<file path="config.mk">
export PLATFORM = sky130hd
export DESIGN_NAME = alu_share_ctrl
export DESIGN_NICKNAME = d
export VERILOG_FILES = /design/src/rtl/alu_share_ctrl.sv
export SDC_FILE = /design/constraint.sdc
export NUM_CORES = 1
export LEC_CHECK = 0
export BUFFER_PORTS_ARGS = -buffer_cell sky130_fd_sc_hd__buf_4
export CELL_PAD_IN_SITES_DETAIL_PLACEMENT = 1
export CELL_PAD_IN_SITES_GLOBAL_PLACEMENT = 2
export CORE_MARGIN = 1.5
export CORE_UTILIZATION = 33
export CTS_CLUSTER_SIZE = 20
export DETAILED_ROUTE_END_ITERATION = 10
export GPL_TIMING_DRIVEN = 0
export PLACE_DENSITY = 0.78
export RECOVER_POWER = 25
export SYNTH_ARGS = -nofsm -noshare
export SYNTH_HDL_FRONTEND = slang
export SYNTH_SLANG_ARGS = --single-unit
</file>
<file path="constraint.sdc">
create_clock -name clk -period 4.6 [get_ports clk]
set_input_delay 0.23 -clock clk [delete_from_list [all_inputs] [get_ports clk]]
set_output_delay 0.23 -clock clk [all_outputs]
set_load 0.05 [all_outputs]
</file>
<file path="src/rtl/alu_share_ctrl.sv">
// alu_share_ctrl: round-robin sequencer that shares one ALU between two requesters.
// One operation is in flight at a time: IDLE (grant/latch) -> EXEC (evaluate) -> RESP (hold).
module alu_share_ctrl #(
    parameter int unsigned WIDTH = 64,
    parameter int unsigned CNT_W = 32
) (
    input  logic             clk,
    input  logic             reset_n,
    input  logic [1:0]       req_valid,
    output logic [1:0]       req_ready,
    input  logic [3:0]       req_op0,
    input  logic [3:0]       req_op1,
    input  logic [WIDTH-1:0] req_a0,
    input  logic [WIDTH-1:0] req_a1,
    input  logic [WIDTH-1:0] req_b0,
    input  logic [WIDTH-1:0] req_b1,
    output logic             rsp_valid,
    input  logic             rsp_ready,
    output logic             rsp_id,
    output logic [WIDTH-1:0] rsp_result,
    output logic             rsp_zero,
    output logic             rsp_overflow,
    output logic             rsp_err,
    output logic [CNT_W-1:0] done_cnt0,
    output logic [CNT_W-1:0] done_cnt1
);

    localparam int unsigned Msb = WIDTH - 1;

    localparam logic [3:0] OpAnd  = 4'd0;
    localparam logic [3:0] OpOr   = 4'd1;
    localparam logic [3:0] OpAdd  = 4'd2;
    localparam logic [3:0] OpSub  = 4'd6;
    localparam logic [3:0] OpSlt  = 4'd7;
    localparam logic [3:0] OpNor  = 4'd12;
    localparam logic [3:0] OpNand = 4'd13;

    typedef enum logic [1:0] {StIdle, StExec, StResp} state_t;

    state_t           r_state;
    logic             r_last_grant;
    logic             r_id;
    logic [3:0]       r_op;
    logic [WIDTH-1:0] r_a;
    logic [WIDTH-1:0] r_b;
    logic             r_rsp_valid;
    logic             r_rsp_id;
    logic [WIDTH-1:0] r_rsp_result;
    logic             r_rsp_zero;
    logic             r_rsp_overflow;
    logic             r_rsp_err;
    logic [CNT_W-1:0] r_done_cnt0;
    logic [CNT_W-1:0] r_done_cnt1;

    logic             w_grant_valid;
    logic             w_grant_id;
    logic             w_hs;
    logic [WIDTH-1:0] w_sum;
    logic [WIDTH-1:0] w_diff;
    logic [WIDTH-1:0] w_alu_res;
    logic             w_alu_ovf;
    logic             w_alu_err;

    // Grant selection: a lone requester wins; on contention the one not served last wins.
    always_comb begin
        w_grant_valid = |req_valid;
        w_grant_id    = 1'b0;
        case (req_valid)
            2'b01:   w_grant_id = 1'b0;
            2'b10:   w_grant_id = 1'b1;
            2'b11:   w_grant_id = ~r_last_grant;
            default: w_grant_id = 1'b0;
        endcase
        req_ready = 2'b00;
        if (r_state == StIdle && w_grant_valid) begin
            req_ready[w_grant_id] = 1'b1;
        end
        w_hs = |(req_valid & req_ready);
    end

    // ALU evaluation of the latched operands; overflow comes from operand/result sign bits.
    always_comb begin
        w_sum     = r_a + r_b;
        w_diff    = r_a - r_b;
        w_alu_res = '0;
        w_alu_ovf = 1'b0;
        w_alu_err = 1'b0;
        case (r_op)
            OpAnd:  w_alu_res = r_a & r_b;
            OpOr:   w_alu_res = r_a | r_b;
            OpAdd: begin
                w_alu_res = w_sum;
                w_alu_ovf = (r_a[Msb] == r_b[Msb]) && (w_sum[Msb] != r_a[Msb]);
            end
            OpSub: begin
                w_alu_res = w_diff;
                w_alu_ovf = (r_a[Msb] != r_b[Msb]) && (w_diff[Msb] != r_a[Msb]);
            end
            OpSlt:  w_alu_res = {{(WIDTH-1){1'b0}}, (r_a < r_b)};
            OpNor:  w_alu_res = ~(r_a | r_b);
            OpNand: w_alu_res = ~(r_a & r_b);
            default: w_alu_err = 1'b1;
        endcase
    end

    // Sequencer FSM with registered response fields and saturating completion counters.
    always_ff @(posedge clk) begin
        if (!reset_n) begin
            r_state        <= StIdle;
            r_last_grant   <= 1'b1;
            r_id           <= 1'b0;
            r_op           <= '0;
            r_a            <= '0;
            r_b            <= '0;
            r_rsp_valid    <= 1'b0;
            r_rsp_id       <= 1'b0;
            r_rsp_result   <= '0;
            r_rsp_zero     <= 1'b0;
            r_rsp_overflow <= 1'b0;
            r_rsp_err      <= 1'b0;
            r_done_cnt0    <= '0;
            r_done_cnt1    <= '0;
        end else begin
            case (r_state)
                StIdle: begin
                    if (w_hs) begin
                        r_id         <= w_grant_id;
                        r_last_grant <= w_grant_id;
                        r_op         <= w_grant_id ? req_op1 : req_op0;
                        r_a          <= w_grant_id ? req_a1 : req_a0;
                        r_b          <= w_grant_id ? req_b1 : req_b0;
                        r_state      <= StExec;
                    end
                end
                StExec: begin
                    r_rsp_result   <= w_alu_res;
                    r_rsp_zero     <= !w_alu_err && (w_alu_res == '0);
                    r_rsp_overflow <= w_alu_ovf;
                    r_rsp_err      <= w_alu_err;
                    r_rsp_id       <= r_id;
                    r_rsp_valid    <= 1'b1;
                    r_state        <= StResp;
                end
                StResp: begin
                    if (rsp_ready) begin
                        r_rsp_valid <= 1'b0;
                        r_state     <= StIdle;
                        if (!r_rsp_id) begin
                            if (r_done_cnt0 != '1) r_done_cnt0 <= r_done_cnt0 + 1'b1;
                        end else begin
                            if (r_done_cnt1 != '1) r_done_cnt1 <= r_done_cnt1 + 1'b1;
                        end
                    end
                end
                default: r_state <= StIdle;
            endcase
        end
    end

    assign rsp_valid    = r_rsp_valid;
    assign rsp_id       = r_rsp_id;
    assign rsp_result   = r_rsp_result;
    assign rsp_zero     = r_rsp_zero;
    assign rsp_overflow = r_rsp_overflow;
    assign rsp_err      = r_rsp_err;
    assign done_cnt0    = r_done_cnt0;
    assign done_cnt1    = r_done_cnt1;

endmodule

</file>
==> results.json <==
{
  "min_to": "r_b[10]$_SDFFE_PN0P_",
  "cap_violations": 0,
  "die_x_microns": 272,
  "reg2reg_depth": 12,
  "worst_setup_path_end_kind": "register",
  "power.total_mw": 12.3,
  "syn_area_sq_mm": 0.0240,
  "dp.cells": 4511,
  "cts.clk_slew.worst_paths_ns": 0.06,
  "cts_tree": "yes",
  "layout_common_cells": "419 x nor2_1, 347 x buf_4, 246 x dfxtp_1",
  "root_buffer": "clkbuf_16",
  "crit_required_ns": 5.07,
  "grt_usage": 0.380,
  "synth_seq_cells": 269,
  "fp.dieH_microns": 272,
  "hold_path_depth": 3,
  "violations": "negative setup slack",
  "p_per_area_mw_per_mm2": 397,
  "irDropWorstVdd_mv": 0.279,
  "dieArea_sq_mm": 0.0742,
  "crit_fanout": 10,
  "critical_path_class": "reg2reg",
  "layout-drive-gt1-share": 0.212,
  "clkSinkCount": 269,
  "slowest_delay_ns": 0.53,
  "fin_worst_skew_ns": 0.0300,
  "slew_violations": 0,
  "cts_buffer_depth": 3,
  "num_rows": 98,
  "drt_wl_total_mm": 147,
  "p_leak_nw": 12.2,
  "place_congestion": 1.05,
  "ant_nets": 0,
  "slew_headroom": 0.0717,
  "fin_crit_sh": 1.02,
  "dp_slack_ns": -2.97,
  "critPathLaunchType": "register",
  "hold_start": "req_b0[10]",
  "finalHoldViolations": 0,
  "ys_types": 100,
  "worst_slew_pin_slew_ns": 1.39,
  "synthFlopType": "dfxtp_1",
  "rr_endpoint": "rsp_zero$_SDFFE_PN0P_",
  "path_cells": "buf_2 > clkbuf_4 > clkbuf_4 > clkbuf_4 > o221ai_1 > a22oi_1 > nand4_1 > nor4_4 > nand4_1 > nor4_4 > nand4_1 > o31ai_2",
  "setup_slack_ns": -0.0888,
  "fill_cells": 8714,
  "whs_ns": 0.0153,
  "dpl-instance-area_sq_mm": 0.0282,
  "wl_per_cell_microns": 31.9,
  "ff2ff_setup_slack_ns": -0.09,
  "grt_pass1_vias": 29100,
  "ctsHtreeMaxLevel": 2,
  "syn_nets": 3641,
  "instances_no_fill": 4604,
  "yosysWarningCount": 0,
  "slowest_stage": "dfxtp_2",
  "clkLatencyLatePin_ns": 0.57,
  "synth.avg_cell_area_sq_um": 7.59,
  "vias": 29100,
  "fin_tns_setup_ns": -0.0888,
  "wl_met3_mm": 13.2,
  "grt_first_pass_wirelength_mm": 206,
  "hpwl_mm": 117,
  "utilization": 0.433,
  "fin_nets": 4115,
  "grt_max_degree": 14,
  "setup_viol": 1,
  "antenna_found_initial": 7,
  "reg2reg_from": "r_op[0]$_SDFFE_PN0P_",
  "io_pins": 404,
  "ys_seq_area_frac": 0.225,
  "grt-ovfl-total": 0,
  "status": "finished, violations left",
  "start_util": 0.334,
  "core_region_area_sq_mm": 0.0717,
  "cts_buffers": 34,
  "m1WireLength_mm": 63.8,
  "drt_iter0_drc": 2706,
  "synth_async_sr_flop_share": 0,
  "dr.pass1.iters": 6,
  "final_common_cell": "nor2_1",
  "period_needed_ns": 4.69,
  "syn_to_final_growth_pct": 29.5,
  "drc": 0,
  "synth-edff-count": 0,
  "wl_met2_mm": 63.9,
  "viasPerCell": 6.33,
  "top_layer": "met5",
  "design_area_sq_mm": 0.0310,
  "arrival_ns": 5.16,
  "netlist_instances": 3157,
  "hold_path.class": "in2reg",
  "clock.fmax_mhz": 213,
  "portBuffers": 403
}
-- how the worst max path moves through the flow --
stage | slack [ns] | to | start | cells past startpoint
after floorplan | 0.84 | rsp_zero$_SDFFE_PN0P_ | r_a[0]$_SDFFE_PN0P_ | 16
after CTS | 0.0003 | rsp_zero$_SDFFE_PN0P_ | r_a[26]$_SDFFE_PN0P_ | 15
after global routing | -0.07 | rsp_zero$_SDFFE_PN0P_ | r_a[20]$_SDFFE_PN0P_ | 16
after global placement | -2.86 | rsp_zero$_SDFFE_PN0P_ | r_op[0]$_SDFFE_PN0P_ | 12
final | -0.09 | rsp_zero$_SDFFE_PN0P_ | r_op[0]$_SDFFE_PN0P_ | 12
after detailed placement | -2.97 | rsp_zero$_SDFFE_PN0P_ | r_op[0]$_SDFFE_PN0P_ | 12
-- where the power goes --
part           leakage (nW)  total [mW]  internal, mW  switching (mW)
Clock                 0.536        2.64          1.54            1.10
Combinational          9.45        6.84          2.12            4.73
Sequential             2.22        2.84          2.56           0.279
Total                  12.2        12.3          6.21            6.11
-- worst max-delay path: cells and delay by family, from the launching register on --
family	cells	cell delay (ns)
buf+inv	4	1.80
compound gates	3	0.70
simple gates	5	1.51
flops	1	0.53
-- cell usage after synthesis, drive strengths merged, types with 47 or more instances --
| cell | number | share of area |
|---|---|---|
| nor2 | 425 | 0.067 |
| dfxtp | 269 | 0.22 |
| a21oi | 222 | 0.047 |
| ha | 213 | 0.11 |
| a211oi | 212 | 0.067 |
| inv | 210 | 0.033 |
| nand2 | 180 | 0.028 |
| clkbuf | 174 | 0.027 |
| mux2i | 144 | 0.060 |
| o21ai | 98 | 0.020 |
| nor3 | 72 | 0.015 |
| nand3 | 64 | 0.013 |
| nand4 | 53 | 0.014 |
| o31ai | 51 | 0.016 |
| buf | 48 | 0.0090 |
| a221o | 47 | 0.020 |
-- layer usage --
layer,up-vias,GRT usage
li1,12700,-
met4,2,0.147
met2,1497,0.588
met5,-,0
met1,14600,0.512
met3,323,0.0830
-- area by class of cell --
type	count	area (sq um)	area share
inverters	212	798	0.0257
flip-flops and latches	269	5420	0.175
well taps	950	1190	0.0383
clock inverters	12	118	0.00379
multi-input cells	2454	18400	0.594
clock buffers	42	962	0.0310
plain buffers	214	1060	0.0341
diodes	5	12.5	0.000403
repair buffers	446	3030	0.0976
-- cells by family (layout without fill, tap and decap cells) --
kind of cell / count (synthesis) / count (layout) / synth area share
AO/OA/AOI/OAI: 1026 / 1026 / 0.310
AND/OR/NAND/NOR: 1001 / 1001 / 0.198
buffers and inverters: 434 / 926 / 0.0695
flip-flops: 269 / 269 / 0.225
adder cells (fa/ha/maj): 215 / 215 / 0.113
multiplexers: 147 / 147 / 0.0616
XOR/XNOR: 65 / 65 / 0.0238
other: 0 / 5 / 0
-- flip-flops by register name, summed over array words and instances (netlist names) --
signal,cells
rsp_result,64
rsp_valid,1
r_a,64
r_id,1
r_op,4
rsp_overflow,1
rsp_id,1
r_b,64
rsp_err,1
r_state,2
done_cnt1,32
rsp_zero,1
r_last_grant,1
done_cnt0,32
-- timing repair --
action,4_1_cts,5_1_grt
gates resized for setup,312,151
hold buffers,1,0
endpoints found under the setup margin,55,7
endpoints found under the hold margin,1,0
setup buffers,21,20
pin swaps,32,49
Power figures use the tool's default switching activity.
